[src/rtl/vpu_pkg.sv]
// rtl/vpu_pkg.sv - VPU opcodes, select classes, sequencer states and descriptor type
package vpu_pkg;
  localparam int VREG_AW   = 5;
  localparam int MAX_BEATS = 4;
  localparam int BEAT_W    = $clog2(MAX_BEATS);
  localparam int NUM_OPS   = 19;

  // Opcode value doubles as the SEL_* bit index in vpu_sel.
  typedef enum logic [4:0] {
    VOP_VADD, VOP_VSUB, VOP_VMUL, VOP_VMIN, VOP_VMAX, VOP_VAND, VOP_VOR, VOP_VXOR,
    VOP_VSLL, VOP_VSRL, VOP_VSRA, VOP_VMOV, VOP_VFTL, VOP_VITF, VOP_VSPL,
    VOP_VCGE, VOP_VCLT, VOP_VCEQ, VOP_VCNQ
  } vop_e;

  localparam logic [NUM_OPS-1:0] IS_CMP = 19'h78000;
  localparam logic [NUM_OPS-1:0] IS_VWR = 19'h07fff;

  localparam logic [2:0] ST_IDLE = 3'd0;
  localparam logic [2:0] ST_RD   = 3'd1;
  localparam logic [2:0] ST_EX   = 3'd2;
  localparam logic [2:0] ST_WB   = 3'd3;
  localparam logic [2:0] ST_DONE = 3'd4;

  typedef struct packed {
    logic [4:0]         op;
    logic               ifsel;
    logic [VREG_AW-1:0] vs1;
    logic [VREG_AW-1:0] vs2;
    logic [VREG_AW-1:0] vd;
    logic [BEAT_W-1:0]  beats;
    logic [31:0]        mask;
    logic [31:0]        fs;
    logic [31:0]        rs;
  } desc_t;
endpackage

[src/rtl/vpu_op_decode.sv]
// rtl/vpu_op_decode.sv - opcode to one-hot VPU select and op class flags
module vpu_op_decode
  import vpu_pkg::*;
(
  input  logic [4:0]         op,
  output logic [NUM_OPS-1:0] sel,
  output logic               is_cmp,
  output logic               writes_vrf,
  output logic               illegal
);
  always_comb begin
    illegal    = (op >= 5'(NUM_OPS));
    sel        = illegal ? '0 : (NUM_OPS'(1) << op);
    is_cmp     = |(sel & IS_CMP);
    writes_vrf = |(sel & IS_VWR);
  end
endmodule

[src/rtl/vpu_seq.sv]
// rtl/vpu_seq.sv - multi-beat vector op sequencer: VRF read, VPU drive, VRF writeback
module vpu_seq
  import vpu_pkg::*;
(
  input  logic         clk,
  input  logic         rst,
  input  logic         flush,
  input  logic         req_valid,
  output logic         req_ready,
  input  logic [4:0]   req_op,
  input  logic         req_ifsel,
  input  logic [4:0]   req_vs1,
  input  logic [4:0]   req_vs2,
  input  logic [4:0]   req_vd,
  input  logic [1:0]   req_beats,
  input  logic [31:0]  req_mask,
  input  logic [31:0]  req_fs,
  input  logic [31:0]  req_rs,
  output logic [4:0]   vrf_ra1,
  output logic [4:0]   vrf_ra2,
  input  logic [127:0] vrf_rd1,
  input  logic [127:0] vrf_rd2,
  output logic         vrf_we,
  output logic [4:0]   vrf_wa,
  output logic [127:0] vrf_wd,
  output logic         vpu_vec_en,
  output logic         vpu_ifsel,
  output logic [18:0]  vpu_sel,
  output logic [127:0] vpu_vs1,
  output logic [127:0] vpu_vs2,
  output logic [31:0]  vpu_fs,
  output logic [31:0]  vpu_rs,
  output logic [31:0]  vpu_mask,
  input  logic [127:0] vpu_vd,
  input  logic [31:0]  vpu_rd,
  input  logic [31:0]  vpu_fd,
  output logic         done_valid,
  output logic [31:0]  done_rd,
  output logic [31:0]  done_fd,
  output logic         done_err
);
  logic [2:0]         state_q, state_d;
  desc_t              desc_q;
  logic [BEAT_W-1:0]  beat_q;
  logic [31:0]        acc_q;
  logic [127:0]       cap_vd_q;
  logic [31:0]        cap_rd_q, cap_fd_q;
  logic [31:0]        done_rd_q, done_fd_q;
  logic               done_err_q;

  logic [4:0]         dec_op;
  logic [NUM_OPS-1:0] dec_sel;
  logic               dec_cmp, dec_wr, dec_ill;
  logic               accept, in_rd, in_ex, in_wb, last_beat;

  // In IDLE the decoder looks at the incoming opcode so illegal ops can skip straight to DONE.
  assign dec_op = (state_q == ST_IDLE) ? req_op : desc_q.op;

  vpu_op_decode u_decode (
    .op         (dec_op),
    .sel        (dec_sel),
    .is_cmp     (dec_cmp),
    .writes_vrf (dec_wr),
    .illegal    (dec_ill)
  );

  assign req_ready = (state_q == ST_IDLE) && !flush;
  assign accept    = req_valid && req_ready;
  assign in_rd     = (state_q == ST_RD);
  assign in_ex     = (state_q == ST_EX);
  assign in_wb     = (state_q == ST_WB);
  assign last_beat = (beat_q == desc_q.beats);

  always_comb begin
    state_d = state_q;
    case (state_q)
      ST_IDLE: if (accept) state_d = dec_ill ? ST_DONE : ST_RD;
      ST_RD:   state_d = ST_EX;
      ST_EX:   state_d = ST_WB;
      ST_WB:   state_d = last_beat ? ST_DONE : ST_RD;
      default: state_d = ST_IDLE;
    endcase
    if (flush) state_d = ST_IDLE;
  end

  always_ff @(posedge clk) begin
    if (rst) begin
      state_q    <= ST_IDLE;
      desc_q     <= '0;
      beat_q     <= '0;
      acc_q      <= '0;
      cap_vd_q   <= '0;
      cap_rd_q   <= '0;
      cap_fd_q   <= '0;
      done_rd_q  <= '0;
      done_fd_q  <= '0;
      done_err_q <= 1'b0;
    end else begin
      state_q <= state_d;
      if (accept) begin
        desc_q <= '{op: req_op, ifsel: req_ifsel, vs1: req_vs1, vs2: req_vs2, vd: req_vd,
                    beats: req_beats, mask: req_mask, fs: req_fs, rs: req_rs};
        beat_q     <= '0;
        acc_q      <= '0;
        done_rd_q  <= '0;
        done_fd_q  <= '0;
        done_err_q <= dec_ill;
      end
      if (in_ex) begin
        cap_vd_q <= vpu_vd;
        cap_rd_q <= vpu_rd;
        cap_fd_q <= vpu_fd;
        if (dec_cmp) acc_q[{beat_q, 3'b000} +: 8] <= vpu_rd[7:0];
      end
      if (in_wb && !flush) begin
        if (last_beat) begin
          done_rd_q <= dec_cmp ? acc_q : cap_rd_q;
          done_fd_q <= cap_fd_q;
        end else begin
          beat_q <= beat_q + 1'b1;
        end
      end
    end
  end

  assign vrf_ra1    = in_rd ? desc_q.vs1 + VREG_AW'(beat_q) : '0;
  assign vrf_ra2    = in_rd ? desc_q.vs2 + VREG_AW'(beat_q) : '0;
  assign vrf_we     = in_wb && dec_wr && !flush && !rst;
  assign vrf_wa     = in_wb ? desc_q.vd + VREG_AW'(beat_q) : '0;
  assign vrf_wd     = in_wb ? cap_vd_q : '0;

  assign vpu_vec_en = in_ex;
  assign vpu_ifsel  = in_ex && desc_q.ifsel;
  assign vpu_sel    = in_ex ? dec_sel : '0;
  assign vpu_vs1    = in_ex ? vrf_rd1 : '0;
  assign vpu_vs2    = in_ex ? vrf_rd2 : '0;
  assign vpu_fs     = in_ex ? desc_q.fs : '0;
  assign vpu_rs     = in_ex ? desc_q.rs : '0;
  assign vpu_mask   = in_ex ? {24'h0, desc_q.mask[{beat_q, 3'b000} +: 8]} : '0;

  assign done_valid = (state_q == ST_DONE) && !flush && !rst;
  assign done_rd    = done_rd_q;
  assign done_fd    = done_fd_q;
  assign done_err   = done_err_q;
endmodule

[config.mk]
export PLATFORM = sky130hd
export DESIGN_NAME = vpu_seq
export DESIGN_NICKNAME = d
export VERILOG_FILES = /design/src/rtl/vpu_pkg.sv /design/src/rtl/vpu_op_decode.sv /design/src/rtl/vpu_seq.sv
export SDC_FILE = /design/constraint.sdc
export NUM_CORES = 1
export LEC_CHECK = 0
export ABC_AREA = 1
export CORE_AREA = 2 2 447 449
export CTS_CLUSTER_SIZE = 16
export DETAILED_ROUTE_END_ITERATION = 12
export DIE_AREA = 0 0 449 451
export GPL_TIMING_DRIVEN = 0
export PLACE_DENSITY_LB_ADDON = 0.12
export SYNTH_ARGS = -nofsm -noshare
export SYNTH_HDL_FRONTEND = slang
export SYNTH_SLANG_ARGS = --single-unit
[constraint.sdc]
create_clock -name clk -period 5.49 [get_ports clk]
set_input_delay 0.8235 -clock clk [delete_from_list [all_inputs] [get_ports clk]]
set_output_delay 0.8235 -clock clk [all_outputs]
set_load 0.005 [all_outputs]
[After elaboration in Yosys (flattened, before gate mapping)]
Index checks and enable logic that the tools add are counted.
Operators by class
  add/sub/neg operators: 5
  $lt $le $gt $ge: 1
  equal/unequal tests: 6
  shift-type cells: 4
  mux-type cells: 31
  reduce and logical (&&, ||, !) cells: 15
Operator list (number)
  32-bit two-way mux: 13
  128-bit two-way mux: 3
  19-bit two-way mux: 2
  32-bit bitwise mux: 1
  8-bit by 7-bit variable shift with 32-bit output, first input constant: 1
  32-bit by 6-bit indexed part select with 8-bit output: 1
  8-bit by 7-bit indexed part select with 32-bit output: 1
  5-bit two-way mux: 4
  1-bit by 5-bit << shifter with 19-bit output, first input constant: 1
  5-bit by 2-bit adder with 5-bit output: 3
  15-bit OR reduction: 1
  3-bit case mux with 4 select lines: 1
  1-bit logical AND: 9
  3-bit two-way mux: 3
  8-bit two-way mux: 1
  5-bit negation with 7-bit output: 1
  3-bit by 2-bit == test with 1-bit output, second input constant: 2
  2-bit two-way mux: 3
  5-bit >= comparator, second input constant: 1
  4-bit OR reduction: 1
  3-bit by 1-bit == test with 1-bit output, second input constant: 1
  3-bit == test, second input constant: 1
  3-bit logical NOT: 1
  2-bit by 1-bit adder with 2-bit output, second input constant: 1
  4 further kinds: 5
Word-level totals
  flip-flop bits (word level): 413
  output and inout port bits: 584

[Logic depth before layout (Yosys ltp)]
Gate-level depths: netlist of run 1.
  depth after elaboration: 8
  gate-level depth with buffers: 15

[Modules after synthesis]
Synthesis of run 1 repeated with hierarchy kept, for this count alone.
Unflattened totals
  cell total of the unflattened synthesis: 3058
  area total of the unflattened synthesis: 19690.1 um^2
Modules (own cells, without submodules)
  vpu_seq: instances 1, cells each 3017, area an instance 19513.7 um^2
  vpu_op_decode: instances 1, cells each 41, area an instance 176.4 um^2

[Worst setup path after synthesis of run 1]
Ideal clock, no wire load.
  path type: reg-to-output
  start: reg state_q[1]
  end: out vpu_sel[16]
  arrival time: 1.694 ns
  path slack: 2.972 ns
  stages on the path, launching flop included: 8
  path buffers: 3
  path through: dfxtp_1 -> inv_1 -> nor3_1 -> inv_1 -> buf_2 -> clkbuf_1 -> clkbuf_1 -> nor4_1
Between the ends
  cells in the longest elaborated chain, start to end: 5
RTL lines
  start: declaration: RTL line vpu_seq.sv:42  | logic [2:0] state_q, state_d;
  start signal: assignment: RTL line vpu_seq.sv:99  | state_q <= state_d;
  3-bit logical NOT: RTL line vpu_seq.sv:57  | assign dec_op = (state_q == ST_IDLE) ? req_op : desc_q.op;
  5-bit two-way mux: RTL line vpu_seq.sv:57
  5-bit >= comparator / 1-bit by 5-bit << shifter with 19-bit output (equally long branches): RTL line vpu_op_decode.sv:12, vpu_op_decode.sv:13
  19-bit two-way mux: RTL line vpu_op_decode.sv:13  | sel = illegal ? '0 : (NUM_OPS'(1) << op);
  19-bit two-way mux *: RTL line vpu_seq.sv:134  | assign vpu_sel = in_ex ? dec_sel : '0;
  end: declaration: RTL line vpu_seq.sv:28  | output logic [18:0] vpu_sel,
Every way passes the cells marked *; elsewhere a longest branch is shown, timed or not.

[Worst setup path in the final report of run 1]
  start: reg state_q[1]
  end: out vpu_vs2[44]
Between the ends
  cells in the longest elaborated chain, start to end: 2
RTL lines
  3-bit by 2-bit == test with 1-bit output: RTL line vpu_seq.sv:70  | assign in_ex = (state_q == ST_EX);
  128-bit two-way mux: RTL line vpu_seq.sv:136  | assign vpu_vs2 = in_ex ? vrf_rd2 : '0;
  end: declaration: RTL line vpu_seq.sv:30  | output logic [127:0] vpu_vs2,
No other way between the ends.

==> flow_summary.yaml, run 1 <==
run_status:
  outcome: "finished clean"
critical_path:
  required_ps: 4670
  critPathMaxFanout: 10
  slowest_delay_ps: 720
  critPathSlowestCell: "nor2_1"
  critPathBufInv: 8
  arrival_ps: 4420
  crit_type: "reg2out"
  cp-start-kind: "flip-flop"
  path_cells: "inv_1, nor3_2, inv_1, buf_2, clkbuf_2, buf_12, clkbuf_1, clkbuf_1, nor2_1, clkdlybuf4s50_1"
  cp-end-kind: "output port"
  crit_family: "buffers and inverters"
timing:
  grt_setup_unrepaired: "no"
  fmax_mhz: 191
  relSlewSlack: 0.252
  setup_viol: 0
  report.final.hold_viol_count: 0
  maxSlewViolCount: 0
  worstMarginPinSlew_ps: 1120
  fin_crit_sh: 0.954
  fin_skew_ps: 29.7
  finalCriticalPeriod_ps: 5240
die:
  die_y_um: 451
  die_w_um: 449
  die-area_um2: 202000
  fp-row-count: 164
  start_util: 0.0985
  core-area_um2: 198000
  ios: 1155
drt:
  vias: 23900
  final_antenna_net_count: 0
  wl_per_cell_um: 23.7
  drc_errors: 0
  drt_iter0_drc: 1153
  viasPerCell: 3.43
  first_pass_iters: 5
  drt_wl_total_mm: 165
final_layout:
  fin_util: 0.182
  nFillCells: 22900
  multi_input_area_um2: 8200
  finalNetCount: 4832
  areaGrowthSynthToFinish_pct: 85.0
  drive_gt1_frac: 0.0326
  mostFrequentLayoutCell: "clkdlybuf4s50_1"
  final_cell_mix: "1130 x clkdlybuf4s50_1, 662 x nor2_1, 564 x inv_1, 413 x dfxtp_1, 382 x a21oi_1"
  fin_cells: 6962
  regArea_um2: 8270
  fin_area_um2: 36100
job:
  maxCapViolations: 0
yosys:
  yosys_register_bits: 413
  synth.avg_cell_area_um2: 6.44
  yosys.cell_types.count: 29
  syn_area_um2: 19500
  yosys_warnings: 0
  syn_inst: 3031
  ys_seq_area_frac: 0.423
clock_network:
  clock-sinks: 413
  cts-buffers-inserted: 59
  cts-root-buf: "clkbuf_16"
  cts.path.max_buffers: 3
  worst_skew_pair.late_latency_ps: 670
  cts_tree: "yes"
  htree_levels: 2
  hold_buffers: 0
  clk_pin_slew_ps: 60
pwr:
  power.leakage_uw: 0.0137
  power_density_nw_per_um2: 217
  ir_worst_vdd_mv: 0.229
min_path:
  worstHoldPathType: "reg2reg"
place:
  place_congestion: 0.878
  place_area_um2: 34300
  io_buffers: 1130
  dpl.hpwl_mm: 140
  dp_cells: 6842
global_route:
  grt_pass1_wl_mm: 218
  grt_max_degree: 17
  grt_pass1_vias: 24400
  track_usage: 0.157
  antenna_found_initial: 72
  gr-total-overflow: 0
[state kept, by name, summed over array words and instances (netlist names), 3 cells and up]
| signal | count |
|---|---|
| acc_q | 32 |
| cap_fd_q | 32 |
| cap_rd_q | 32 |
| cap_vd_q | 128 |
| desc_q | 119 |
| done_fd | 32 |
| done_rd | 32 |
| state_q | 3 |
[worst register-to-register path, cell delays in order, from the launching register on]
cell      delay [ps]
dfxtp_1          670
clkbuf_1         640
inv_1            310
clkbuf_1         350
clkbuf_1         420
ha_1             450
clkbuf_1         500
nand2_1          220
nor3_1           240
nand3_1          120
a21oi_1          180
[power by group]
part	switching, µW	leakage, µW	internal (µW)	total [µW]
clock	1610	0.000876	2120	3730
sequential	29.5	0.00335	3080	3110
combinational	506	0.00950	511	1020
total	2150	0.0137	5710	7860
[Yosys cell counts]
cell | count | area, µm²
a2111oi_0 | 1 | 8.76
clkinv_1 | 1 | 3.75
a31oi_1 | 1 | 6.26
nand3_1 | 121 | 606
nand3b_1 | 1 | 7.51
nor4_1 | 2 | 12.5
inv_2 | 6 | 22.5
nand2_2 | 4 | 25.0
dfxtp_1 | 413 | 8270
nor2_4 | 1 | 11.3
nand4_1 | 1 | 6.26
nand2_4 | 1 | 11.3
buf_4 | 24 | 180
inv_1 | 564 | 2120
o21ai_2 | 2 | 17.5
ha_1 | 11 | 138
buf_2 | 14 | 70.1
conb_1 | 1 | 3.75
nand2_1 | 264 | 991
fa_1 | 3 | 60.1
buf_6 | 3 | 33.8
clkbuf_1 | 189 | 709
a21oi_1 | 382 | 1910
o21ai_0 | 331 | 1660
nor3_1 | 14 | 70.1
xor2_1 | 2 | 17.5
buf_1 | 5 | 18.8
nor2_1 | 662 | 2480
xnor2_1 | 7 | 61.3
[final timing paths]
check,slack [ps],depth (start not counted),startpoint,end
hold reg to reg,450,2,cap_vd_q[84],cap_vd_q[84]
hold / removal,450,2,cap_vd_q[84],cap_vd_q[84]
setup reg to reg,1300,10,beat_q[0],acc_q[17]
setup / recovery,250,10,state_q[1],vpu_vs2[44]
[metrics by stage]
step | hold slack (ps) | setup TNS (ps) | total power (µW) | setup WS [ps]
after global routing | 467 | 0 | 8250 | 0.341
after global placement | 441 | -128520 | 4220 | -1160
final | 451 | 0 | 7860 | 251
after floorplan | 430 | 0 | 3500 | 2970
after detailed placement | 446 | 0 | 4220 | 39.2
after CTS | 454 | -137 | 8080 | -56.6
[cell type report]
type	count	area share
Timing Repair Buffer	1132	0.314
Clock buffer	90	0.0460
Sequential cell	413	0.229
Inverter	571	0.0593
Clock inverter	14	0.00371
Antenna cell	16	0.00111
Tap cell	2656	0.0920
Buffer	235	0.0283
Multi-Input combinational cell	1835	0.227
[what timing repair did]
action                     CTS  global route
resized for setup            1             2
gates cloned                 0             0
buffers inserted             0             0
setup endpoints to repair   24             1
[routing by layer]
| metal | vias to the layer above | GRT usage | share of wire |
|---|---|---|---|
| li1 | 11700 | - | - |
| met1 | 11100 | 0.154 | 0.35 |
| met5 | - | 0 | 0.00036 |
| met2 | 839 | 0.325 | 0.57 |
| met4 | 12 | 0.0308 | 0.023 |
| met3 | 217 | 0.0377 | 0.056 |
[logic make-up after synthesis]
| kind of cell | synth area share |
|---|---|
| xor+xnor | 0.00404 |
| other cells | 0.000192 |
| simple gates | 0.216 |
| flops | 0.423 |
| compound gates | 0.184 |
| buf+inv | 0.162 |
| fa+ha+maj | 0.0101 |
(Power assumes the default switching activity.)
==> run 2, diff against run 1 <==
--- a/config.mk
+++ b/config.mk
@@ -12,6 +12,7 @@
 export DIE_AREA = 0 0 449 451
 export GPL_TIMING_DRIVEN = 0
 export PLACE_DENSITY_LB_ADDON = 0.12
+export REMOVE_ABC_BUFFERS = 1
 export SYNTH_ARGS = -nofsm -noshare
 export SYNTH_HDL_FRONTEND = slang
 export SYNTH_SLANG_ARGS = --single-unit
==> run 2 against run 1 <==
Effect of this change: sequential share of layout area rose by 0.16 points; combinational power down 9%; utilization fell by 0.12 points; worst hold slack about the same; via count shrank 3.1%; die area did not move; clock power is 6.2% higher; register-to-register slack gained 110 ps; sequential cell count stayed put; critical endpoint is now vpu_mask[0]; sequential power is essentially flat; first-iteration DRC count rose by 1.2%.
==> flow_summary.yaml, run 2 (synthesis gave the netlist of run 1 again) <==
run_status:
  outcome: "finished clean"
final_layout:
  regMostFlops: "cap_vd_q"
  multi_input_area_um2: 8240
  drive_gt1_frac: 0.0343
  nFillCells: 22900
  fin_cells: 6757
  finalNetCount: 4628
  mostFrequentLayoutCell: "clkdlybuf4s50_1"
  largestRegisters: "cap_vd_q: 128 flops, desc_q: 119 flops"
  largest_reg_flops: 128
  regArea_um2: 8270
  final_cell_mix: "1129 x clkdlybuf4s50_1, 662 x nor2_1, 561 x inv_1, 412 x dfxtp_1, 382 x a21oi_1"
  areaGrowthSynthToFinish_pct: 83.7
critical_path:
  path_cells: "inv_1, nor3_4, buf_4, buf_6, inv_8, buf_16, buf_16, a21oi_1, clkdlybuf4s50_1"
  r2r-end: "acc_q[4]"
  critPathSlowestCell: "clkdlybuf4s50_1"
  cp-end-kind: "output port"
  cp-start-kind: "flip-flop"
  critPathMostFrequentCell: "buf_16"
  slowest_delay_ps: 640
  crit_type: "reg2out"
  arrival_ps: 4320
  required_ps: 4670
  reg2reg_slack_ps: 1410
  r2r_cells: 7
  crit_family: "buffers and inverters"
  r2r-start: "beat_q[1]"
  critPathBufInv: 7
  critPathMaxFanout: 147
timing:
  worstMarginPinSlew_ps: 1330
  fmax_mhz: 194
  finalCriticalPeriod_ps: 5150
  whs_ps: 451
  setup_viol: 0
  fin_crit_sh: 0.937
  report.final.hold_viol_count: 0
  grt_setup_unrepaired: "no"
  fin_skew_ps: 31.3
  tns_ps: 0
  maxSlewViolCount: 0
  relSlewSlack: 0.115
place:
  place_congestion: 0.904
  io_buffers: 1130
  dp_cells: 6637
  dpl.hpwl_mm: 135
clock_network:
  cts_setup_buffers: 0
  cts-root-buf: "clkbuf_16"
  cts_resized: 0
  worst_skew_pair.late_latency_ps: 690
  hold_buffers: 0
  cts-buffers-inserted: 60
  clock-sinks: 413
  cts_tree: "yes"
  htree_levels: 2
  cts.path.max_buffers: 3
  clk_pin_slew_ps: 50
pwr:
  power.total_uw: 8010
  power_density_nw_per_um2: 223
  power.leakage_uw: 0.0136
  ir_worst_vdd_mv: 0.229
die:
  core-area_um2: 198000
  start_util: 0.0985
  die_w_um: 449
  die_y_um: 451
  fp-row-count: 164
  ios: 1155
  die-area_um2: 202000
drt:
  drt_wl_total_mm: 167
  vias: 23100
  final_antenna_net_count: 0
  first_pass_iters: 5
  viasPerCell: 3.42
  drt_iter0_drc: 1167
  wl_per_cell_um: 24.7
  drc_errors: 0
min_path:
  min-delay-start: "cap_vd_q[83]"
  min_to: "cap_vd_q[83]"
  hold_depth: 2
  worstHoldPathType: "reg2reg"
global_route:
  antenna_found_initial: 130
  grt_pass1_vias: 22500
  grt_pass1_wl_mm: 217
  track_usage: 0.158
  grt_max_degree: 148
  gr-total-overflow: 0
job:
  maxCapViolations: 0
==> run 2: cell count changes in the layout (fill, tap and decap cells not counted), moves of 3 or more <==
cell / delta
buf_1: -5
buf_8: +3
inv_1: -3
clkbuf_8: +6
clkbuf_1: -193
buf_2: -14
buf_16: +15
buf_6: +7
buf_4: -22
==> run 2: worst min-delay path, stage by stage, from the launching register on <==
cell	delay, ps
dfxtp_1	290
inv_1	60
a21oi_1	50
==> run 2: layer usage <==
layer  GRT usage  share of wire  up-vias
li1            -              -    11300
met1       0.182           0.40    10800
met2       0.268           0.47      742
met3      0.0749           0.10      261
met4      0.0287          0.018       66
met5           0         0.0025        -
==> run 2: cell type report <==
| type | count | share of cell area |
|---|---|---|
| Antenna cell | 18 | 0.00126 |
| Clock buffer | 90 | 0.0486 |
| Clock inverter | 12 | 0.00457 |
| Inverter | 571 | 0.0602 |
| Multi-Input combinational cell | 1835 | 0.230 |
| Sequential cell | 413 | 0.230 |
| Tap cell | 2656 | 0.0926 |
| Timing Repair Buffer | 1162 | 0.333 |
==> run 2: how the worst max path moves through the flow <==
stage,from,to,slack [ps],depth (start not counted)
2_1_floorplan,state_q[1],acc_q[16],-10300,7
6_report,state_q[1],vpu_mask[0],340,9
4_1_cts,state_q[1],vpu_mask[6],30,9
3_5_place_dp,req_op[2],acc_q[18],730,11
3_3_place_gp,state_q[1],vpu_vs2[71],-47800,5
5_1_grt,state_q[1],vpu_vs2[23],140,9
==> run 2: power by group <==
part	switching, µW	internal, µW
registers	30.3	3080
clock network	1660	2300
logic	432	500
total	2120	5890
==> run 2: metrics by stage <==
stage	utilization	setup slack, ps	instance area [µm²]
after global placement	0.168	-47800	33200
after global routing	0.181	136	35800
after floorplan	-	-10300	18600
after detailed placement	0.171	731	33900
final	0.181	345	35900
after CTS	0.181	25.5	35800
==> edit (config.mk and constraints of run 2) <==
Register the output `done_err` once more, without a reset; this adds one clock of latency there. The other outputs are not delayed to match.
--- a/src/rtl/vpu_seq.sv
+++ b/src/rtl/vpu_seq.sv
@@ -142,5 +142,7 @@
   assign done_rd    = done_rd_q;
   assign done_fd    = done_fd_q;
-  assign done_err   = done_err_q;
+  always_ff @(posedge clk) begin
+    done_err <= done_err_q;
+  end
 endmodule
 
Behaviour: not the same (a bounded check fails within 4 cycles, from zero or initial values and one cycle with rst high).
==> edit against run 2 <==
Design area increased by 1.1%. Register-to-register slack improved by 0.40 ns. Wire length decreased by 1.6%. First-iteration DRC count rose by 0.77%. Clock power up 13%. Critical path type unchanged. Power up 6.2%. Synthesized area increased by 0.10%. Worst setup slack better by 0.49 ns. Largest power group unchanged. Sequential share of layout area shrank 0.19 points. Sequential cell count up 1.
==> edit: results (changes against run 2) <==
| Metric | Value |
|---|---|
| Top cells by count, synth | `sky130_fd_sc_hd__nor2_1 (662), sky130_fd_sc_hd__inv_1 (564), sky130_fd_sc_hd__dfxtp_1 (414) (was sky130_fd_sc_hd__nor2_1 (662), sky130_fd_sc_hd__inv_1 (564), sky130_fd_sc_hd__dfxtp_1 (413))` |
| Worst-path fanout max | `19 (was 147)` |
| XOR/XNOR Fraction of Synth Area | `0.00403 (was 0.00404)` |
| Final estimated routing congestion in global placement | `0.894 (was 0.904)` |
| Reg-to-reg critical path endpoint | `done_fd[28] (was acc_q[4])` |
| First-pass GRT wire length | `215 mm (was 217 mm)` |
| CP Data Arrival Time | `3.83 ns (was 4.32 ns)` |
| Count of placed standard cells including taps | `6642 (was 6637)` |
| Worst slew margin relative to its limit | `0.326 (was 0.115)` |
| Detailed route wirelength on metal3 | `15.7 mm (was 17.1 mm)` |
| Post-DR wirelength/cell | `24.2 um (was 24.7 um)` |
| Slowest Stage Delay on Critical Path | `0.84 ns (was 0.64 ns)` |
| Proportion of power drawn by combinational gates | `0.109 (was 0.116)` |
| Final cell count without fillers | `6790 (was 6757)` |
| Result of the run | `finished clean (unchanged)` |
| Initial antenna violation count | `112 (was 130)` |
| CP max stage cell | `sky130_fd_sc_hd__clkinv_1 (was sky130_fd_sc_hd__clkdlybuf4s50_1)` |
| Count of routing violations after the opening detailed-route iteration | `1176 (was 1167)` |
| Worst ir drop on vdd | `0.154 mV (was 0.229 mV)` |
| Routed wl met2 | `78.2 mm (was 79.1 mm)` |
| Final net count | `4640 (was 4628)` |
| Switching part of the total | `0.264 (was 0.265)` |
| Beginning of the worst register-to-register path | `beat_q[0] (was beat_q[1])` |
| Clk power | `4460 uW (was 3960 uW)` |
| Num CTS Buffers | `67 (was 60)` |
| H-tree level count | `3 (was 2)` |
| Met3 layer usage reported by global route | `0.0688 (was 0.0749)` |
| Routed metal-1 wire length | `65.9 mm (was 67.0 mm)` |
| Worst R2R Setup Slack | `1.81 ns (was 1.41 ns)` |
| Clock insertion delay at the later pin of the skew report | `0.67 ns (was 0.69 ns)` |
| HP Start | `done_err_q (was cap_vd_q[83])` |
| Worst slack, placed | `0.575 ns (was 0.731 ns)` |
| Arithmetic-cell share of the synthesized area counting full adders, half adders and majority gates | `0.0101 (about the same)` |
[edit: layout make-up]
type / count / area (um2)
Timing Repair Buffer: 1166 / 12000
Multi-Input combinational cell: 1835 / 8240
Sequential cell: 414 / 8290
Fill cell: 22700 / 162000
Antenna cell: 29 / 72.6
Clock inverter: 17 / 158
Inverter: 571 / 2160
Clock buffer: 102 / 2050
Tap cell: 2656 / 3320
[edit: worst max path at each step]
| stage | from | endpoint | slack, ns |
|---|---|---|---|
| 2_1_floorplan | state_q[1] | acc_q[16] | -10.30 |
| 3_3_place_gp | state_q[1] | vpu_vs2[95] | -51.27 |
| 3_5_place_dp | req_op[0] | acc_q[17] | 0.57 |
| 4_1_cts | beat_q[1] | vpu_mask[1] | 0.55 |
| 5_1_grt | beat_q[0] | vpu_mask[1] | 0.60 |
| 6_report | beat_q[1] | vpu_mask[1] | 0.83 |
[edit: critical path: cells and delay by family, from the launching register on]
family	cells	cell delay [ns]
buffers and inverters	2	1.45
AO/OA/AOI/OAI	3	0.89
flip-flops	1	0.82
